===== src/rtl/sw_debounce4_pkg.sv =====
// Shared constants and helpers for the switch debouncer.
// The counter width comes from the stability interval.
package sw_debounce4_pkg;

  localparam int DEFAULT_STABLE_CNT = 1000000;

  // Smallest width whose range covers 0..stable_cnt-1 (valid for stable_cnt >= 2)
  function automatic int cnt_width(input int stable_cnt);
    int w;
    w = 1;
    for (int i = 1; i < 31; i++) begin
      if ((1 << i) < stable_cnt) begin
        w = i + 1;
      end
    end
    return w;
  endfunction

endpackage


===== src/rtl/sw_debounce4_ch.sv =====
// One debounced switch channel: a two-flop synchroniser, a stability counter,
// the clean level, and one-cycle rise/fall strobes.
module debounce_ch
  import sw_debounce4_pkg::*;
#(
  parameter int STABLE_CNT = DEFAULT_STABLE_CNT
) (
  input  logic clk,
  input  logic rst_n,
  input  logic i_sw,
  output logic o_sw,
  output logic o_rise,
  output logic o_fall
);

  localparam int                CNT_W   = cnt_width(STABLE_CNT);
  localparam logic [CNT_W-1:0]  CNT_MAX = CNT_W'(STABLE_CNT - 1);

  logic             r_s1;
  logic             r_s2;
  logic [CNT_W-1:0] r_cnt;
  logic             r_sw;
  logic             r_rise;
  logic             r_fall;
  logic             w_differ;
  logic             w_expire;

  assign w_differ = r_s2 ^ r_sw;
  assign w_expire = w_differ && (r_cnt == CNT_MAX);

  // Bring the raw asynchronous level into the clk domain
  always_ff @(posedge clk or negedge rst_n) begin
    if (!rst_n) begin
      r_s1 <= 1'b0;
      r_s2 <= 1'b0;
    end else begin
      r_s1 <= i_sw;
      r_s2 <= r_s1;
    end
  end

  // Accept a new level only after it has disagreed with the output long enough;
  // any return to the current level restarts the interval
  always_ff @(posedge clk or negedge rst_n) begin
    if (!rst_n) begin
      r_cnt  <= '0;
      r_sw   <= 1'b0;
      r_rise <= 1'b0;
      r_fall <= 1'b0;
    end else begin
      r_rise <= 1'b0;
      r_fall <= 1'b0;
      if (!w_differ) begin
        r_cnt <= '0;
      end else if (w_expire) begin
        r_cnt  <= '0;
        r_sw   <= r_s2;
        r_rise <= r_s2;
        r_fall <= ~r_s2;
      end else begin
        r_cnt <= r_cnt + CNT_W'(1);
      end
    end
  end

  assign o_sw   = r_sw;
  assign o_rise = r_rise;
  assign o_fall = r_fall;

endmodule


===== src/rtl/sw_debounce4.sv =====
// N independent debounced switch channels; bits 0..3 of sw_out feed the
// downstream a..d inputs.
module sw_debounce4
  import sw_debounce4_pkg::*;
#(
  parameter int N          = 4,
  parameter int STABLE_CNT = DEFAULT_STABLE_CNT
) (
  input  logic         clk,
  input  logic         rst_n,
  input  logic [N-1:0] sw_in,
  output logic [N-1:0] sw_out,
  output logic [N-1:0] rise,
  output logic [N-1:0] fall
);

  for (genvar g = 0; g < N; g++) begin : g_ch
    debounce_ch #(
      .STABLE_CNT(STABLE_CNT)
    ) u_ch (
      .clk   (clk),
      .rst_n (rst_n),
      .i_sw  (sw_in[g]),
      .o_sw  (sw_out[g]),
      .o_rise(rise[g]),
      .o_fall(fall[g])
    );
  end

endmodule


===== config.mk =====
export PLATFORM = sky130hd
export DESIGN_NAME = sw_debounce4
export DESIGN_NICKNAME = d
export VERILOG_FILES = /design/src/rtl/sw_debounce4_pkg.sv /design/src/rtl/sw_debounce4_ch.sv /design/src/rtl/sw_debounce4.sv
export SDC_FILE = /design/constraint.sdc
export NUM_CORES = 1
export LEC_CHECK = 0
export ABC_AREA = 1
export CAP_MARGIN = 30
export CORE_UTILIZATION = 58
export DETAILED_ROUTE_END_ITERATION = 10
export DONT_BUFFER_PORTS = 1
export GPL_ROUTABILITY_DRIVEN = 0
export PLACE_DENSITY = 0.85
export SETUP_SLACK_MARGIN = 0.2
export SLEW_MARGIN = 20
export SYNTH_ARGS = -nofsm -noshare
export SYNTH_HDL_FRONTEND = slang
export SYNTH_SLANG_ARGS = --single-unit

===== constraint.sdc =====
create_clock -name clk -period 1.9 [get_ports clk]
set_input_delay 0.285 -clock clk [delete_from_list [all_inputs] [get_ports clk]]
set_output_delay 0.285 -clock clk [all_outputs]
set_load 0.05 [all_outputs]

# Yosys cells after proc, flatten, opt, wreduce, memory -nomap -nowiden
# Index checks and enable logic that the tools add are counted.
word_totals:
  reg_bits: 100
  inputBits: 6
  output_inout_bits: 12
  elab_cells: 72
op_classes:
  addsub: 4
  n_eq_ne: 4
  muxes: 24
  n_bitwise: 8
  reduce_logical: 8
op_table:
  columns: ["op", "count"]
  rows:
  - ["20-bit two-way mux", 8]
  - ["20-bit by 1-bit adder with 20-bit output, second input constant", 4]
  - ["20-bit == test, second input constant", 4]
  - ["1-bit two-way mux", 16]
  - ["2-bit AND reduction", 4]
  - ["1-bit logical AND", 4]
  - ["1-bit NOT", 4]
  - ["1-bit bitwise XOR", 4]

# Depth between registers and ports, before layout
# Gate-level depths: netlist of run 1.
logic_depth:
  word_depth: 4
  ltp_mapped: 9
  depth_no_buf: 9

# Hierarchy
# From an unflattened synthesis of run 1, not the netlist that was laid out.
hier_totals:
  hier_cells: 668
  area_unflattened_um2: 5615.4
modules_own_cells:
  columns: ["mod", "instances", "cells_per_inst", "area_each_um2", "seq_area_each_um2"]
  rows:
  - ["debounce_ch", 4, 167, 1403.8, 625.6]

# Worst setup path after synthesis of run 1
# No wires, ideal clock.
synth_path:
  kind: "reg2reg"
  start: "register g_ch[3].u_ch.r_cnt[0]"
  end: "register g_ch[3].u_ch.r_cnt[17]"
  setup_time_ps: 122
  arrival_time_ps: 1272
  required_ps: 1778
  setup_slack_ps: 506
  path_stages_with_launch: 9
  n_path_buf: 0
  period_less_slack_ps: 1394
  cell_sequence: "dfrtp_1 > ha_1 > nand2_1 > nor2_2 > inv_2 > nor2_4 > nand3_2 > nand2_2 > nor2_1"
synth_via:
  elab_chain_len: 4
  word_cells_on_any_way: 5
  cone_classes: "add/sub: 1; eq/ne: 1; mux: 2; reduce/logical: 1"
synth_lines:
  columns: ["item", "line_no", "source"]
  rows:
  - ["from (decl)", "sw_debounce4_ch.sv:21", "logic [CNT_W-1:0] r_cnt;"]
  - ["from (signal assigned)", "sw_debounce4_ch.sv:61", "r_cnt <= r_cnt + CNT_W'(1);"]
  - ["parallel branches: the longest is 2 deep, another holds 20-bit by 1-bit adder with 20-bit output", null, null]
  - ["20-bit two-way mux *", "sw_debounce4_ch.sv:55", "end else if (w_expire) begin"]
  - ["20-bit two-way mux *", "sw_debounce4_ch.sv:53", "if (!w_differ) begin"]
# Every way passes the cells marked *.
# A chain may end at the register's enable or synchronous reset.

# Worst setup path after layout of run 1
layout_path:
  start: "register g_ch[3].u_ch.r_cnt[0]"
  end: "register g_ch[3].u_ch.r_cnt[19]"
# Same word-level chain as after synthesis.

==> results of run 1 <==
per-layer routing:
layer | wire length, microns | vias up
li1 | - | 2058
met3 | 472 | 15
met2 | 4920 | 101
met1 | 4600 | 1907
met4 | 150 | 0
met5 | 0 | -
registers in the layout, indices dropped and copies added, names as in the netlist:
| name | count |
|---|---|
| g_ch.u_ch.r_cnt | 80 |
| g_ch.u_ch.o_sw | 4 |
| g_ch.u_ch.r_s1 | 4 |
| g_ch.u_ch.o_rise | 4 |
| g_ch.u_ch.o_fall | 4 |
| g_ch.u_ch.r_s2 | 4 |
logic make-up (layout without fill, tap and decap cells):
kind of cell / count (synthesis) / after routing
AND/OR/NAND/NOR: 396 / 397
flip-flops: 100 / 100
buffers and inverters: 93 / 107
XOR/XNOR: 41 / 41
AO/OA/AOI/OAI: 23 / 23
adder cells (fa/ha/maj): 4 / 4
cell usage in the layout, fill, tap and decap left out, drive strengths merged, types with 2 or more instances in the layout:
cell / instances
nand3: 70
xnor2: 16
nor3: 9
dlygate4sd3: 4
dfrtp: 100
xor2: 25
nand3b: 5
clkinvlp: 2
ha: 4
nor2: 151
or2: 3
clkbuf: 9
nand4: 14
buf: 7
inv: 84
o21ai: 5
a21oi: 13
o21bai: 4
nand2: 144
critical path: cells and delay by family, from the launching register on:
family / cells / cell delay (ns)
adder cells (fa/ha/maj): 1 / 0.19
flip-flops: 1 / 0.42
buffers and inverters: 1 / 0.06
AND/OR/NAND/NOR: 6 / 0.78
power groups by stage:
| stage | clock network, mW | logic [mW] | registers [mW] |
|---|---|---|---|
| final | 1.29 | 0.107 | 2.18 |
| after global routing | 1.39 | 0.121 | 2.18 |
| after CTS | 1.32 | 0.105 | 2.18 |
| after detailed placement | 0 | 0.0975 | 2.22 |
| after global placement | 0 | 0.0934 | 2.22 |
| after floorplan | 0 | 0.0740 | 2.22 |
layout make-up:
type	instances	area, sq um	share of cell area
clock buffer	9	124	0.0218
multi-input combinational	465	2470	0.435
clock inverter	7	57.6	0.0101
inverter	80	300	0.0528
tap	108	135	0.0238
timing repair buffer	11	92.6	0.0163
sequential	100	2500	0.440
worst paths after layout:
path | start | to | slack [ns] | depth (start not counted)
worst max-delay path | g_ch[3].u_ch.r_cnt[0]$_DFF_PN0_ | g_ch[3].u_ch.r_cnt[19]$_DFF_PN0_ | 0.35 | 8
worst min-delay path | rst_n | g_ch[2].u_ch.r_cnt[17]$_DFF_PN0_ | -0.41 | 0
worst max register to register | g_ch[3].u_ch.r_cnt[0]$_DFF_PN0_ | g_ch[3].u_ch.r_cnt[19]$_DFF_PN0_ | 0.35 | 8
worst min register to register | g_ch[3].u_ch.r_s1$_DFF_PN0_ | g_ch[3].u_ch.r_s2$_DFF_PN0_ | 0.36 | 0
max in group asynchronous | rst_n | g_ch[3].u_ch.r_cnt[18]$_DFF_PN0_ | 2.08 | 0
min in group clk | g_ch[3].u_ch.r_s1$_DFF_PN0_ | g_ch[3].u_ch.r_s2$_DFF_PN0_ | 0.36 | 0
timing repair:
item,4_1_cts,5_1_grt
hold endpoints to repair,104,100
setup endpoints to repair,0,22
resized for setup,0,4
per-stage QoR:
stage,utilization,cells,worst slack (ns),area (sq um),hold slack (ns)
floorplan,-,657,0.506,5340,-0.0106
global placement,0.617,759,0.359,5440,-0.00655
detailed placement,0.617,759,0.286,5440,-0.00731
CTS,0.643,779,0.268,5660,-0.418
global route,0.645,780,0.222,5680,-0.432
finish,0.645,780,0.351,5680,-0.407
==> metrics, run 1 <==
status complete, but fails checks; failing checks design-rule violations, negative hold slack; Flop pwr share 0.610; Area growth, synth to finish 6.37%; most used routing layer met2; TritonCTS clock tree built; Critical Path Sink Type flop; global-route wire length before repair 17800 microns; post-synthesis cell type count 29; die height 98.0 microns; ANT cells 0; final setup fails 0; Logic pwr share 0.030; Worst path most repeated cell nor2_4; internal power 2.70 mW; ys async rst share 1.00; Final Max Tran Viols 0; Max Cap Viol 0; PortBufs 0; worst-path fanout max 6; placed wire-length estimate 7160 microns; # hold bufs at CTS 4; fin nets 677; WL final 10100 microns; register bit total from synthesis 100; gr usage total 0.228; WP data arrival 1.81 ns; simple-gate share of the synthesized area 0.352; met1 global-route usage 0.291; largest family of logic cells by synthesized area simple AND/OR/NAND/NOR gates; Worst IR Drop VDD 0.468 mV; Detailed Route Iter0 Violations 164; Core Region 8810 sq um; YS warnings 0; synth top area cells dfrtp_1, nand2_1, nor2_1; Clk network pwr share 0.360; I/O pin total 18; critical path required time 2.16 ns; Setup Buffers After CTS 0; worst path cell trace ha_1, nand2_1, nor2_4, inv_2, nor2_4, nand3_2, nand2_4, nor2_1; later-pin clock latency in the skew report 0.37 ns; vias in the first global route 4082; Synth top area share 0.468; grt ovf 0; row count 34; syn avg cell area 8.13 sq um; Hold Crit Class input port to asynchronous set/reset pin; fillers 694; RSZ-0062 raised after global routing false; Avg WL per Cell 13.0 microns; Reg clk slew, reported paths 0.10 ns; Die Width 98.0 microns; TritonCTS Sinks 100; mapped cell area 5340 sq um; CP peak stage delay 0.42 ns; Hold Vio Cnt, Final 100; met2 global-route usage 0.385; largest net degree at the start of global routing 101; Post-Syn Nets 667; routed vias 4081; DRC violations left 3; xor and xnor area share after synthesis 0.0728; post-route clock period utilization 0.815; initial antenna violation count 0; Post-Synthesis Cells 657; final hold slack -0.407 ns; die area 9600 sq um; WS Path Type flop to flop; FMAX 645 MHz; CTS root buffer clkbuf_8; adder-cell share of the synthesized area 0.00937; switch share 0.245; Power, Total 3.57 mW; Post-synth EDFFs 0; relative slew slack 0.640; Initial Util 0.607; met3 usage 0.0494; layout cells sized above 1 0.122; first-pass iteration count of the detailed router 7; Most used DFF post-synth dfrtp_1; Critical Path Source Type flop; Psw 0.877 mW; power per cell area 629 nW/um^2; Final Critical Period 1.55 ns; slowest CP cell dfrtp_1; H-tree Lvls 3; Synth area leader dfrtp_1; ratio of routed vias to standard cells 5.23; post-synthesis mux area share 0; TritonCTS Buffers 9; Slew @ Worst Pin 0.537 ns; most common cell in the synthesized netlist nand2_1; leakage 2.61 nW; Max Clock Skew 0.0118 ns; Synth top cells by count nand2_1, nor2_1, dfrtp_1, inv_1, nand3_1; Setup TNS 0 ns; CTS Buffer Depth 2; register area share after synthesis 0.468; antenna-violating nets left 0; Synth Area in Compound Gates 0.0239
Power figures use the tool's default switching activity.
==> inputs of run 2 (changes only) <==
- PLACE_DENSITY: 0.85 -> 0.87
- clock period: 1.9 -> 1.32 ns (I/O delays scaled with it)
==> metrics, run 2 (same netlist as run 1, synthesis figures left out) <==
Max Clock Skew 0.0182 ns (+0.00639 ns); Die Width 98.0 microns (unchanged); Worst IR Drop VDD 0.655 mV (+40%); routed vias 5116 (+25%); status complete, but fails checks; failing checks design-rule violations, negative hold slack, negative setup slack; Worst path most repeated cell nand2_1; TritonCTS clock tree built; slowest CP cell dfrtp_1; post-route clock period utilization 1.15 (+0.335); WP data arrival 1.82 ns (about the same); initial antenna violation count 0 (unchanged); worst-path fanout max 5 (-1); first-pass iteration count of the detailed router 8 (+1); final hold slack -0.512 ns (-0.105 ns); commonest non-fill, non-tap cell in the layout nand2_1; Reg clk slew, reported paths 0.11 ns (about the same); I/O pin total 18 (unchanged); CP top delay family simple AND/OR/NAND/NOR gates; row count 34 (unchanged); Hold Crit Class input port to asynchronous set/reset pin; Final Critical Period 1.52 ns (-0.0310 ns); Critical Path Sink Type flop; gr usage total 0.299 (+0.0709); largest net degree at the start of global routing 101 (unchanged); max reg flops 80 (unchanged); TritonCTS Buffers 9 (unchanged); FMAX 659 MHz (+2.0%); PortBufs 0 (unchanged); later-pin clock latency in the skew report 0.39 ns (+0.02 ns); power per cell area 815 nW/um^2 (+30%); Max Cap Viol 0 (unchanged); Initial Util 0.607 (unchanged); largest register by flop count g_ch.u_ch.r_cnt; final worst slack -0.198 ns (-0.549 ns); post-layout util 0.817 (+0.171); ANT cells 0 (unchanged); Critical path buffers and inverters 1 (unchanged); vias in the first global route 5062 (+24%); Setup WS pre-CTS -0.0792 ns (-0.365 ns); WS Path Type flop to flop; relative slew slack 0.734 (+0.0933); # hold bufs at CTS 4 (unchanged); antenna-violating nets left 0 (unchanged); most frequent cells in the layout nand2_1, nor2_1, dfrtp_1, buf_4, inv_1; Core Region 8810 sq um (unchanged); leakage 3.21 nW (+23%); CP peak stage delay 0.45 ns (+0.03 ns); fillers 459 (-34%); Area growth, synth to finish 34.6%; Final Max Tran Viols 0 (unchanged); die height 98.0 microns (unchanged); Critical Path Source Type flop; WL final 16400 microns (+61%); Hold Vio Cnt, Final 100 (unchanged); CTS root buffer clkbuf_8; Avg WL per Cell 18.9 microns (+46%); CTS Buffer Depth 2 (unchanged); H-tree Lvls 3 (unchanged); Detailed Route Iter0 Violations 341 (+110%); final setup fails 70 (+70); critical path required time 1.62 ns (-0.54 ns); DRC violations left 2 (-1); global-route wire length before repair 22800 microns (+28%); die area 9600 sq um (unchanged); Slew @ Worst Pin 0.399 ns (-0.138 ns); placed wire-length estimate 8080 microns (+13%); fin nets 761 (+12%); ratio of routed vias to standard cells 5.93 (+13%); layout cells sized above 1 0.395 (+0.273); RSZ-0062 raised after global routing true; worst path cell trace buf_4, nand2_1, nor2_1, nand2_1, nor2_1, nand2_1, nand2_1, nor2_2; TritonCTS Sinks 100 (unchanged); grt ovf 0 (unchanged)
-- run 2: cell types whose count changed in the layout (fill, tap and decap cells not counted), moves of 9 or more --
cell     change
buf_4       +62
buf_6       +19
dfrtp_1     -24
dfrtp_2     +24
inv_1       -12
inv_2        +9
nand2_1     -11
nand3_1     -30
nand3_2     +20
nand3_4     +10
nor2_1      -31
nor2_2      +19
nor2_4      +12
-- run 2: metal layers --
metal / routed length [microns] / up-vias / global-route usage
li1: - / 2225 / -
met1: 6000 / 2490 / 0.338
met2: 8260 / 286 / 0.532
met3: 977 / 115 / 0.0580
met4: 1110 / 0 / 0.164
met5: 0 / - / 0
-- run 2: worst reg2reg max path: stages, from the launching register on --
cell,delay [ns]
dfrtp_1,0.45
buf_4,0.14
nand2_1,0.07
nor2_1,0.25
nand2_1,0.14
nor2_1,0.15
nand2_1,0.09
nand2_1,0.09
nor2_2,0.04
-- run 2: worst paths after layout --
kind	from	endpoint	slack, ns	cells past startpoint
hold reg to reg	g_ch[0].u_ch.r_s1$_DFF_PN0_	g_ch[0].u_ch.r_s2$_DFF_PN0_	0.36	0
setup / recovery	g_ch[2].u_ch.r_cnt[13]$_DFF_PN0_	g_ch[2].u_ch.r_cnt[18]$_DFF_PN0_	-0.20	8
hold / removal	rst_n	g_ch[2].u_ch.r_cnt[16]$_DFF_PN0_	-0.51	0
max in group asynchronous	rst_n	g_ch[1].u_ch.o_rise$_DFF_PN0_	1.69	0
min in group clk	g_ch[0].u_ch.r_s1$_DFF_PN0_	g_ch[0].u_ch.r_s2$_DFF_PN0_	0.36	0
setup reg to reg	g_ch[2].u_ch.r_cnt[13]$_DFF_PN0_	g_ch[2].u_ch.r_cnt[18]$_DFF_PN0_	-0.20	8
-- run 2: final cells by class --
class | count | area (sq um) | area share
timing repair buffer | 96 | 837 | 0.116
multi-input combinational | 464 | 3140 | 0.437
inverter | 80 | 308 | 0.0428
sequential | 100 | 2530 | 0.352
tap | 108 | 135 | 0.0188
clock inverter | 4 | 97.6 | 0.0136
clock buffer | 11 | 141 | 0.0197
-- run 2: metrics by stage --
stage | TNS [ns] | instance area [sq um] | power (mW) | instances
floorplan | -0.0832 | 5570 | 3.33 | 657
global placement | 0 | 5880 | 3.37 | 789
detailed placement | -1.26 | 5880 | 3.38 | 789
CTS | -0.720 | 6770 | 5.76 | 841
global route | -11.85 | 7190 | 6.00 | 863
finish | -6.71 | 7190 | 5.86 | 863
-- run 2: power by group --
part / switching [mW] / internal [mW]
clock network: 1.10 / 1.30
registers: 0.0573 / 3.10
logic: 0.153 / 0.142
-- run 2: repair_timing --
item,4_1_cts,5_1_grt
hold endpoints to repair,104,100
resized for setup,91,72
setup endpoints to repair,96,97
pin swaps,60,53
gates cloned,0,0
setup buffers,33,22
